===== src/rtl/rs_16_8_pkg.sv =====
`default_nettype none
// +----------------------------------------------------------------------------+
// | Package    : rs_16_8_pkg                                                   |
// | Purpose    : Shared constants and types for the RS(16,8) decoder output    |
// |              framer: code geometry, symbol width, input FSM encoding and   |
// |              the tagged FIFO entry layout.                                 |
// | Revision   : 1.0 - initial release                                         |
// +----------------------------------------------------------------------------+
package rs_16_8_pkg;

  localparam int N     = 16;         // codeword length in symbols
  localparam int K     = 8;          // message symbols per codeword
  localparam int SYM_W = 8;          // symbol width in bits

  // Input-side FSM encoding
  typedef enum logic [1:0] {
    ST_IDLE   = 2'd0,
    ST_DATA   = 2'd1,
    ST_PARITY = 2'd2
  } fsm_state_t;

  // One FIFO entry: frame tags ahead of the message symbol
  typedef struct packed {
    logic             sop;
    logic             eop;
    logic [SYM_W-1:0] data;
  } fifo_ent_t;

endpackage : rs_16_8_pkg
`default_nettype wire


===== src/rtl/rs_dec_out_framer_if.sv =====
`default_nettype none
// +----------------------------------------------------------------------------+
// | Interface  : rs_dec_out_framer_if                                          |
// | Purpose    : Bundles the decoder symbol stream, the framed output stream   |
// |              and the status outputs of rs_dec_out_framer.                  |
// | Signals    : symb_out_val/cnt, symb_corrected  - decoder symbol stream     |
// |              dout_val/rdy/sop/eop, dout        - framed message stream     |
// |              seq_err, ovf, fill                - status                    |
// | Modports   : slave  - the framer                                           |
// |              master - the environment (decoder + downstream sink)          |
// | Revision   : 1.0 - initial release                                         |
// +----------------------------------------------------------------------------+
interface rs_dec_out_framer_if #(
  parameter int AW = 4
);
  import rs_16_8_pkg::*;

  logic             symb_out_val;
  logic [7:0]       symb_out_cnt;
  logic [SYM_W-1:0] symb_corrected;
  logic             dout_rdy;
  logic             dout_val;
  logic             dout_sop;
  logic             dout_eop;
  logic [SYM_W-1:0] dout;
  logic             seq_err;
  logic             ovf;
  logic [AW:0]      fill;

  modport slave (
    input  symb_out_val, symb_out_cnt, symb_corrected, dout_rdy,
    output dout_val, dout_sop, dout_eop, dout, seq_err, ovf, fill
  );

  modport master (
    output symb_out_val, symb_out_cnt, symb_corrected, dout_rdy,
    input  dout_val, dout_sop, dout_eop, dout, seq_err, ovf, fill
  );

endinterface : rs_dec_out_framer_if
`default_nettype wire


===== src/rtl/rs_sym_fifo.sv =====
`default_nettype none
// +----------------------------------------------------------------------------+
// | Module     : rs_sym_fifo                                                   |
// | Purpose    : Synchronous show-ahead FIFO. The head entry is always visible |
// |              on o_rd_data; i_rd_en pops it.                                |
// | Ports      : clk, rst_n            - clock, async active-low reset         |
// |              i_wr_en, i_wr_data    - push request and data                 |
// |              i_rd_en               - pop request                           |
// |              o_rd_data             - head entry                            |
// |              o_full, o_empty, o_fill - occupancy status                    |
// | Revision   : 1.0 - initial release                                         |
// +----------------------------------------------------------------------------+
module rs_sym_fifo #(
  parameter int WIDTH = 10,
  parameter int DEPTH = 16,
  parameter int AW    = 4
) (
  input  wire logic             clk,
  input  wire logic             rst_n,
  input  wire logic             i_wr_en,
  input  wire logic [WIDTH-1:0] i_wr_data,
  input  wire logic             i_rd_en,
  output logic      [WIDTH-1:0] o_rd_data,
  output logic                  o_full,
  output logic                  o_empty,
  output logic      [AW:0]      o_fill
);

  localparam logic [AW:0] c_FULL = (AW+1)'(DEPTH);

  logic [WIDTH-1:0] r_mem [DEPTH];
  logic [AW-1:0]    r_wr_ptr;
  logic [AW-1:0]    r_rd_ptr;
  logic [AW:0]      r_fill;

  logic w_rd;
  logic w_wr;

  // A push into a full FIFO is accepted only when a pop frees the slot in the
  // same cycle; a pop of an empty FIFO is ignored.
  assign w_rd = i_rd_en && !o_empty;
  assign w_wr = i_wr_en && (!o_full || w_rd);

  always_ff @(posedge clk or negedge rst_n) begin
    if (!rst_n) begin
      r_wr_ptr <= '0;
      r_rd_ptr <= '0;
      r_fill   <= '0;
    end else begin
      if (w_wr) r_wr_ptr <= r_wr_ptr + 1'b1;
      if (w_rd) r_rd_ptr <= r_rd_ptr + 1'b1;
      case ({w_wr, w_rd})
        2'b10:   r_fill <= r_fill + 1'b1;
        2'b01:   r_fill <= r_fill - 1'b1;
        default: r_fill <= r_fill;
      endcase
    end
  end

  // Storage is not reset; the read side qualifies it with occupancy.
  always_ff @(posedge clk) begin
    if (w_wr) r_mem[r_wr_ptr] <= i_wr_data;
  end

  assign o_rd_data = r_mem[r_rd_ptr];
  assign o_full    = (r_fill == c_FULL);
  assign o_empty   = (r_fill == '0);
  assign o_fill    = r_fill;

endmodule : rs_sym_fifo
`default_nettype wire


===== src/rtl/rs_dec_out_framer.sv =====
`default_nettype none
// +----------------------------------------------------------------------------+
// | Module     : rs_dec_out_framer                                             |
// | Purpose    : Consumes the RS(16,8) decoder corrected-symbol stream, strips |
// |              parity symbols, buffers the message symbols and re-emits them |
// |              as a sop/eop framed valid/ready stream. Flags index sequence  |
// |              errors and symbols dropped on FIFO overflow.                  |
// | Ports      : clk    - system clock, rising edge                            |
// |              rst_n  - asynchronous active-low reset                        |
// |              bus    - rs_dec_out_framer_if.slave (decoder stream in,       |
// |                       framed stream out, seq_err/ovf pulses, fill)         |
// | Revision   : 1.0 - initial release                                         |
// +----------------------------------------------------------------------------+
module rs_dec_out_framer #(
  parameter int N     = rs_16_8_pkg::N,
  parameter int K     = rs_16_8_pkg::K,
  parameter int DEPTH = 16,
  parameter int AW    = 4
) (
  input  wire logic          clk,
  input  wire logic          rst_n,
  rs_dec_out_framer_if.slave bus
);
  import rs_16_8_pkg::*;

  localparam logic [7:0] c_K_M1 = 8'(K - 1);
  localparam logic [7:0] c_N_M1 = 8'(N - 1);
  localparam logic [7:0] c_K    = 8'(K);

  fsm_state_t r_state;
  fsm_state_t w_state_nxt;
  logic [7:0] r_exp_cnt;
  logic [7:0] w_exp_nxt;
  logic       r_seq_err;
  logic       r_ovf;

  logic       w_sel;     // FSM wants this symbol stored
  logic       w_err;     // index discontinuity on this symbol
  logic       w_rd;
  logic       w_wr;
  logic       w_drop;
  logic       w_full;
  logic       w_empty;
  fifo_ent_t  w_wr_ent;
  fifo_ent_t  w_rd_ent;

  // --------------------------------------------------------------------------
  // Input FSM: state register
  // --------------------------------------------------------------------------
  always_ff @(posedge clk or negedge rst_n) begin
    if (!rst_n) begin
      r_state   <= ST_IDLE;
      r_exp_cnt <= '0;
    end else begin
      r_state   <= w_state_nxt;
      r_exp_cnt <= w_exp_nxt;
    end
  end

  // --------------------------------------------------------------------------
  // Input FSM: next state, expected index and symbol selection
  // --------------------------------------------------------------------------
  always_comb begin
    w_state_nxt = r_state;
    w_exp_nxt   = r_exp_cnt;
    w_sel       = 1'b0;
    w_err       = 1'b0;

    if (bus.symb_out_val) begin
      if (r_state != ST_IDLE && bus.symb_out_cnt == r_exp_cnt) begin
        // In-sequence symbol of the current frame
        if (r_state == ST_DATA) begin
          w_sel = 1'b1;
          if (bus.symb_out_cnt == c_K_M1) begin
            w_state_nxt = ST_PARITY;
            w_exp_nxt   = c_K;
          end else begin
            w_exp_nxt   = r_exp_cnt + 8'd1;
          end
        end else if (bus.symb_out_cnt == c_N_M1) begin
          w_state_nxt = ST_IDLE;
          w_exp_nxt   = '0;
        end else begin
          w_exp_nxt   = r_exp_cnt + 8'd1;
        end
      end else if (bus.symb_out_cnt == 8'd0) begin
        // Frame start; out of IDLE it also means the previous frame was cut
        // short, which is an error but the new frame is taken immediately.
        w_err       = (r_state != ST_IDLE);
        w_sel       = 1'b1;
        w_state_nxt = ST_DATA;
        w_exp_nxt   = 8'd1;
      end else begin
        // Unexpected index: drop it and wait for the next frame start
        w_err       = 1'b1;
        w_state_nxt = ST_IDLE;
        w_exp_nxt   = '0;
      end
    end
  end

  // --------------------------------------------------------------------------
  // FIFO write gating. The decoder cannot be stalled, so a selected symbol
  // that finds no room is lost and reported.
  // --------------------------------------------------------------------------
  assign w_rd   = !w_empty && bus.dout_rdy;
  assign w_wr   = w_sel && (!w_full || w_rd);
  assign w_drop = w_sel && !w_wr;

  assign w_wr_ent.sop  = (bus.symb_out_cnt == 8'd0);
  assign w_wr_ent.eop  = (bus.symb_out_cnt == c_K_M1);
  assign w_wr_ent.data = bus.symb_corrected;

  rs_sym_fifo #(
    .WIDTH (SYM_W + 2),
    .DEPTH (DEPTH),
    .AW    (AW)
  ) u_fifo (
    .clk       (clk),
    .rst_n     (rst_n),
    .i_wr_en   (w_wr),
    .i_wr_data (w_wr_ent),
    .i_rd_en   (w_rd),
    .o_rd_data (w_rd_ent),
    .o_full    (w_full),
    .o_empty   (w_empty),
    .o_fill    (bus.fill)
  );

  // --------------------------------------------------------------------------
  // Status pulses
  // --------------------------------------------------------------------------
  always_ff @(posedge clk or negedge rst_n) begin
    if (!rst_n) begin
      r_seq_err <= 1'b0;
      r_ovf     <= 1'b0;
    end else begin
      r_seq_err <= w_err;
      r_ovf     <= w_drop;
    end
  end

  // --------------------------------------------------------------------------
  // Outputs. Unread storage is masked so the stream reads zero when empty.
  // --------------------------------------------------------------------------
  assign bus.dout_val = !w_empty;
  assign bus.dout     = w_empty ? '0   : w_rd_ent.data;
  assign bus.dout_sop = w_empty ? 1'b0 : w_rd_ent.sop;
  assign bus.dout_eop = w_empty ? 1'b0 : w_rd_ent.eop;
  assign bus.seq_err  = r_seq_err;
  assign bus.ovf      = r_ovf;

endmodule : rs_dec_out_framer
`default_nettype wire

===== src/flat_wrapper.sv =====
// flat-port wrapper written by rule: the top's interface ports become plain ports
module rs_dec_out_framer_flat import rs_16_8_pkg::*;
#(
  parameter int N     = rs_16_8_pkg::N,
  parameter int K     = rs_16_8_pkg::K,
  parameter int DEPTH = 16,
  parameter int AW    = 4
)
  (clk, rst_n, bus_symb_out_val, bus_symb_out_cnt, bus_symb_corrected, bus_dout_rdy, bus_dout_val, bus_dout_sop, bus_dout_eop, bus_dout, bus_seq_err, bus_ovf, bus_fill);
  rs_dec_out_framer_if #(.AW(AW)) bus_i ();
  input  wire logic clk;
  input  wire logic rst_n;
  input wire logic [$bits(bus_i.symb_out_val)-1:0] bus_symb_out_val;
  input wire logic [$bits(bus_i.symb_out_cnt)-1:0] bus_symb_out_cnt;
  input wire logic [$bits(bus_i.symb_corrected)-1:0] bus_symb_corrected;
  input wire logic [$bits(bus_i.dout_rdy)-1:0] bus_dout_rdy;
  output wire logic [$bits(bus_i.dout_val)-1:0] bus_dout_val;
  output wire logic [$bits(bus_i.dout_sop)-1:0] bus_dout_sop;
  output wire logic [$bits(bus_i.dout_eop)-1:0] bus_dout_eop;
  output wire logic [$bits(bus_i.dout)-1:0] bus_dout;
  output wire logic [$bits(bus_i.seq_err)-1:0] bus_seq_err;
  output wire logic [$bits(bus_i.ovf)-1:0] bus_ovf;
  output wire logic [$bits(bus_i.fill)-1:0] bus_fill;
  assign bus_i.symb_out_val = bus_symb_out_val;
  assign bus_i.symb_out_cnt = bus_symb_out_cnt;
  assign bus_i.symb_corrected = bus_symb_corrected;
  assign bus_i.dout_rdy = bus_dout_rdy;
  assign bus_dout_val = bus_i.dout_val;
  assign bus_dout_sop = bus_i.dout_sop;
  assign bus_dout_eop = bus_i.dout_eop;
  assign bus_dout = bus_i.dout;
  assign bus_seq_err = bus_i.seq_err;
  assign bus_ovf = bus_i.ovf;
  assign bus_fill = bus_i.fill;
  rs_dec_out_framer #(.N(N), .K(K), .DEPTH(DEPTH), .AW(AW)) u_core (.clk(clk), .rst_n(rst_n), .bus(bus_i));
endmodule

===== config.mk =====
export PLATFORM = sky130hd
export DESIGN_NAME = rs_dec_out_framer_flat
export DESIGN_NICKNAME = d
export VERILOG_FILES = /design/src/rtl/rs_16_8_pkg.sv /design/src/rtl/rs_dec_out_framer_if.sv /design/src/rtl/rs_sym_fifo.sv /design/src/rtl/rs_dec_out_framer.sv /design/src/flat_wrapper.sv
export SDC_FILE = /design/constraint.sdc
export NUM_CORES = 1
export LEC_CHECK = 0
export ABC_AREA = 1
export ABC_CLOCK_PERIOD_IN_PS = 4800
export CORE_ASPECT_RATIO = 2
export CORE_UTILIZATION = 45
export DETAILED_ROUTE_END_ITERATION = 7
export MAX_ROUTING_LAYER = met4
export SLEW_MARGIN = 20
export SYNTH_ARGS = -nofsm -noshare
export SYNTH_HDL_FRONTEND = slang
export SYNTH_HIERARCHICAL = 1
export SYNTH_SLANG_ARGS = --single-unit

===== constraint.sdc =====
create_clock -name clk -period 4.8 [get_ports clk]
set_input_delay 0.96 -clock clk [delete_from_list [all_inputs] [get_ports clk]]
set_output_delay 0.96 -clock clk [all_outputs]
set_load 0.01 [all_outputs]

==> results summary <==
The critical path required time came out at 3.84 ns. By area, the combinational part of the netlist is dominated by simple AND/OR/NAND/NOR gates. Based on the critical path, the design can be clocked at up to roughly 250 MHz.

The hold buffer count at CTS is 0. The net count after synthesis came out at slightly below 800. Traced cell by cell, the critical path runs through inv_4 -> nor2_1 -> o21ai_0 -> o211ai_1 -> nand3_1 -> nand2_1 -> inv_1 -> nor2_1 -> clkdlybuf4s50_1. The analysis attributes to net switching a power of between 1.5 and 2 mW. In the final timing run, aggregate negative setup slack is 0 ns. The gate count after technology mapping came out at roughly 760. The mean cell area of the mapped netlist came out at 11.1 µm².

The number of warnings printed during yosys synthesis came out at 6. Relative to the synthesized area, the layout overhead comes to 14.3%. The placed standard-cell area came out at approximately 9000 µm². The final count of hold timing violations is 0. Setup violations remaining at the end of the flow were counted as 0. Including well taps, the total number of placed cells is 1,002. The top cell types in the final layout, fill and taps aside, are edfxtp_1, nor2_1, nand2_1.

Pin placement for this block handled 38 I/O pins. The most frequent cell on the critical path is nor2_1. The post-CTS setup buffer count is 0. TritonCTS built the clock tree. The area share of the largest cell type after synthesis came out at 57.3%.

The leakage component of the power is approximately 3.6 nW. Setup repair after global routing left no endpoint under its margin. The relative max-transition margin is 37.4%.

The sequential fraction of the synthesis area came out at 64.8%. The maximum number of buffers from clock root to sink is 2. Once detail routing completed, the nets flagged for antenna violations numbered 0. The clock tree root buffer cell is clkbuf_16. The run finished, with violations left. The fraction of registers with async set/reset is around 14%. The number of standard cells in the layout, taps in and fillers out is 1,034. The floorplan has 70 rows.

The clock period could shrink to between 4 and 5 ns. The largest net degree at the start of global routing came out at 92. In this run the power density over the cells is approximately 500 nW/µm². The CTS buffer count is 17. The number of enable flip-flop cells after synthesis came out at 160.

The post-CTS clock slew at the launch and capture registers of the worst setup and hold paths is ~0.070 ns. The clock arrives with between 0.01 and 0.015 ns of skew. The repair_antennas step left the layout with diodes totalling 0. In this run the horizontal extent of the chip is 98.5 µm.

STA classifies the critical path startpoint as a register. In this run, the combinational gates consume 34.2% of the power. The core region is roughly 18,000 µm². The mapped cell area came out at approximately 8400 µm².

The largest total area in the synthesized netlist belongs to edfxtp_1. The number of different library cells in the post-synthesis netlist came out at 39. The worst setup path is captured at an output port. The kind of cell with the highest combined delay along the critical path is flip-flops. The worst hold path belongs to the class reg -> reg. Among all flip-flop cells after synthesis, the most frequent one is edfxtp_1. By startpoint and endpoint, the worst setup path is classified as reg -> out. The number of iterations in the first detailed-routing pass is 8. The internal power contribution is 3.14 mW. Across all layers, the routed design uses approximately 5,600 vias. The detailed-route vias per instance came out at 5.46.

The clock latency at the later pin of the worst-skew pair came out at ~0.43 ns. The post-cts repair resize count is 0. The utilization after layout came out at 52.6%.

The transition at the pin with the smallest max-transition slack is roughly 0.94 ns. CTS saw about 190 sinks. The total die area came out at 19,200 µm².

The global-route usage over all layers is 22.2%. The total of max-cap violations came out at 0. The synthesized netlist devotes 1.66% of its cell area to XOR and XNOR gates.

For this design, the slowest cell found on the critical path is dfrtp_2. After the last flow step, the layout net total stands at approximately 840. The number of slew-limit violations in the final report came out at 0. The setup slack at placement is about 0.77 ns. Dividing the detail-routed wire length by the instance count gives about 19 µm. The least setup slack across all paths after layout is approximately 0.76 ns. The die height is roughly 200 µm.

The portion of synthesized area spent on multiplexers is 0%. In the post-synthesis netlist, the biggest area contributors are edfxtp_1, dfrtp_1, nor2_1. The complex-gate fraction of the synthesized area is roughly 9.6%. The starting utilization of the core area came out at between 40 and 50%. The clock network accounts for between 20% and 30% of the total power. Cells with a size suffix above 1 make up between 10% and 20% of the layout.

The first global-routing pass estimated 30.6 mm of wire. The data arrival time at the worst-slack endpoint is 3.08 ns. The checks that failed: design-rule violations. The remaining global-route overflow is 0.

The number of register bits inferred by synthesis is ~190. The number of global-route vias before repair came out at 5,841. The count of unresolved DRC violations after routing came out at 3. The top fanout value on the critical path is 49.

On the worst path, the slowest cell contributes a delay of around 1 ns. In this run, the number of DRC markers left after iteration 0 of detailed routing was between 200 and 300. The maximum VDD drop is 0.403 mV. The final period utilization is a little over four fifths. The final wirelength is around 19 mm. The area of all placed cells without fillers is around 9600 µm². The adder-cell area share of the yosys netlist came out at between 1.5 and 2%. The switching fraction of total power is 35.5%. The synthesized netlist devotes between 15 and 20% of its cell area to simple gates. During placement, the flow inserted port buffers numbering 37.

The most common cell after layout, fill and taps aside is edfxtp_1. The placer's final routability congestion estimate is between 0.9 and 1. The filler cell count is 1,581. The worst path buffer plus inverter count is 3. The sum of net half-perimeters after detailed placement came out at about 13 mm. The portion of total power attributed to sequential cells came out at between 30% and 40%. The number of levels in the clock H-tree is 4.

The initial antenna violation count came out at 0.
==> cells by family after synthesis <==
kind of cell | Yosys count
flip-flops | 185
AND/OR/NAND/NOR | 307
AO/OA/AOI/OAI | 139
XOR/XNOR | 15
adder cells (fa/ha/maj) | 10
buffers and inverters | 101
==> power groups by stage <==
stage	clock, mW	sequential [mW]	combinational (mW)
after detailed placement	0	1.96	1.69
after floorplan	0	1.88	1.15
after global routing	1.36	1.93	1.87
after CTS	1.31	1.92	1.69
after global placement	0	1.95	1.66
final	1.29	1.92	1.67
==> registers in the layout (all words and copies together), names as in the netlist <==
signal,count
u_core/u_fifo/r_mem,160
u_core/r_exp_cnt,8
u_core/u_fifo/o_fill,5
u_core/bus.seq_err,1
u_core/bus.ovf,1
u_core/u_fifo/r_rd_ptr,4
u_core/u_fifo/r_wr_ptr,4
u_core/r_state,2
==> per-stage QoR <==
step                hold slack, ns  total power, mW
floorplan                    0.449             3.03
global placement             0.471             3.62
detailed placement           0.491             3.64
CTS                          0.507             4.92
global route                 0.542             5.17
finish                       0.510             4.88
==> cells in the mapped netlist, types with 4 or more instances <==
| cell | count |
|---|---|
| clkbuf_1 | 10 |
| dfrtp_1 | 25 |
| inv_2 | 9 |
| nor2_1 | 136 |
| nand2_1 | 91 |
| buf_6 | 4 |
| edfxtp_1 | 160 |
| o21ai_0 | 80 |
| nand2_2 | 9 |
| nand3_1 | 38 |
| o211ai_1 | 40 |
| nand2_4 | 4 |
| ha_1 | 9 |
| o21ai_1 | 4 |
| nor2_4 | 4 |
| inv_1 | 55 |
| buf_2 | 15 |
| a21oi_1 | 13 |
| xor2_1 | 13 |
| nor2_2 | 11 |
==> cell type report <==
cell class                 count  area (µm²)  area share, %
clock inverter                14         106           1.11
clock buffer                  18         429           4.48
inverter                      68         268           2.80
tap                          216         270           2.82
multi-input combinational    471        2500           26.1
sequential                   185        5430           56.7
timing repair buffer          62         571           5.96
==> tightest hold or removal path, cell delays in order (launching register included) <==
cell     delay, ns
dfrtp_1       0.35
nand2_1       0.06
nand2_1       0.06
==> final timing paths <==
| kind | startpoint | end | slack, ns | cells after the start |
|---|---|---|---|---|
| max | u_core/u_fifo/r_rd_ptr[1] | bus_dout[2] | 0.76 | 9 |
| min | u_core/r_state[1] | u_core/r_state[1] | 0.51 | 2 |
| max reg2reg | u_core/u_fifo/o_fill[1] | u_core/u_fifo/o_fill[4] | 1.78 | 16 |
| min reg2reg | u_core/r_state[1] | u_core/r_state[1] | 0.51 | 2 |
| max in group asynchronous | rst_n | u_core/u_fifo/r_rd_ptr[1] | 3.61 | 2 |
| min in group asynchronous | rst_n | u_core/u_fifo/o_fill[2] | 0.89 | 2 |
==> per-layer routing <==
metal | up-vias | routed length [µm] | GRT usage, %
li1 | 2697 | - | -
met1 | 2745 | 7090 | 22.4
met2 | 158 | 10900 | 40.8
met3 | 46 | 649 | 3.47
met4 | 0 | 765 | 11.1
met5 | - | 0 | -
Power figures use the tool's default switching activity.
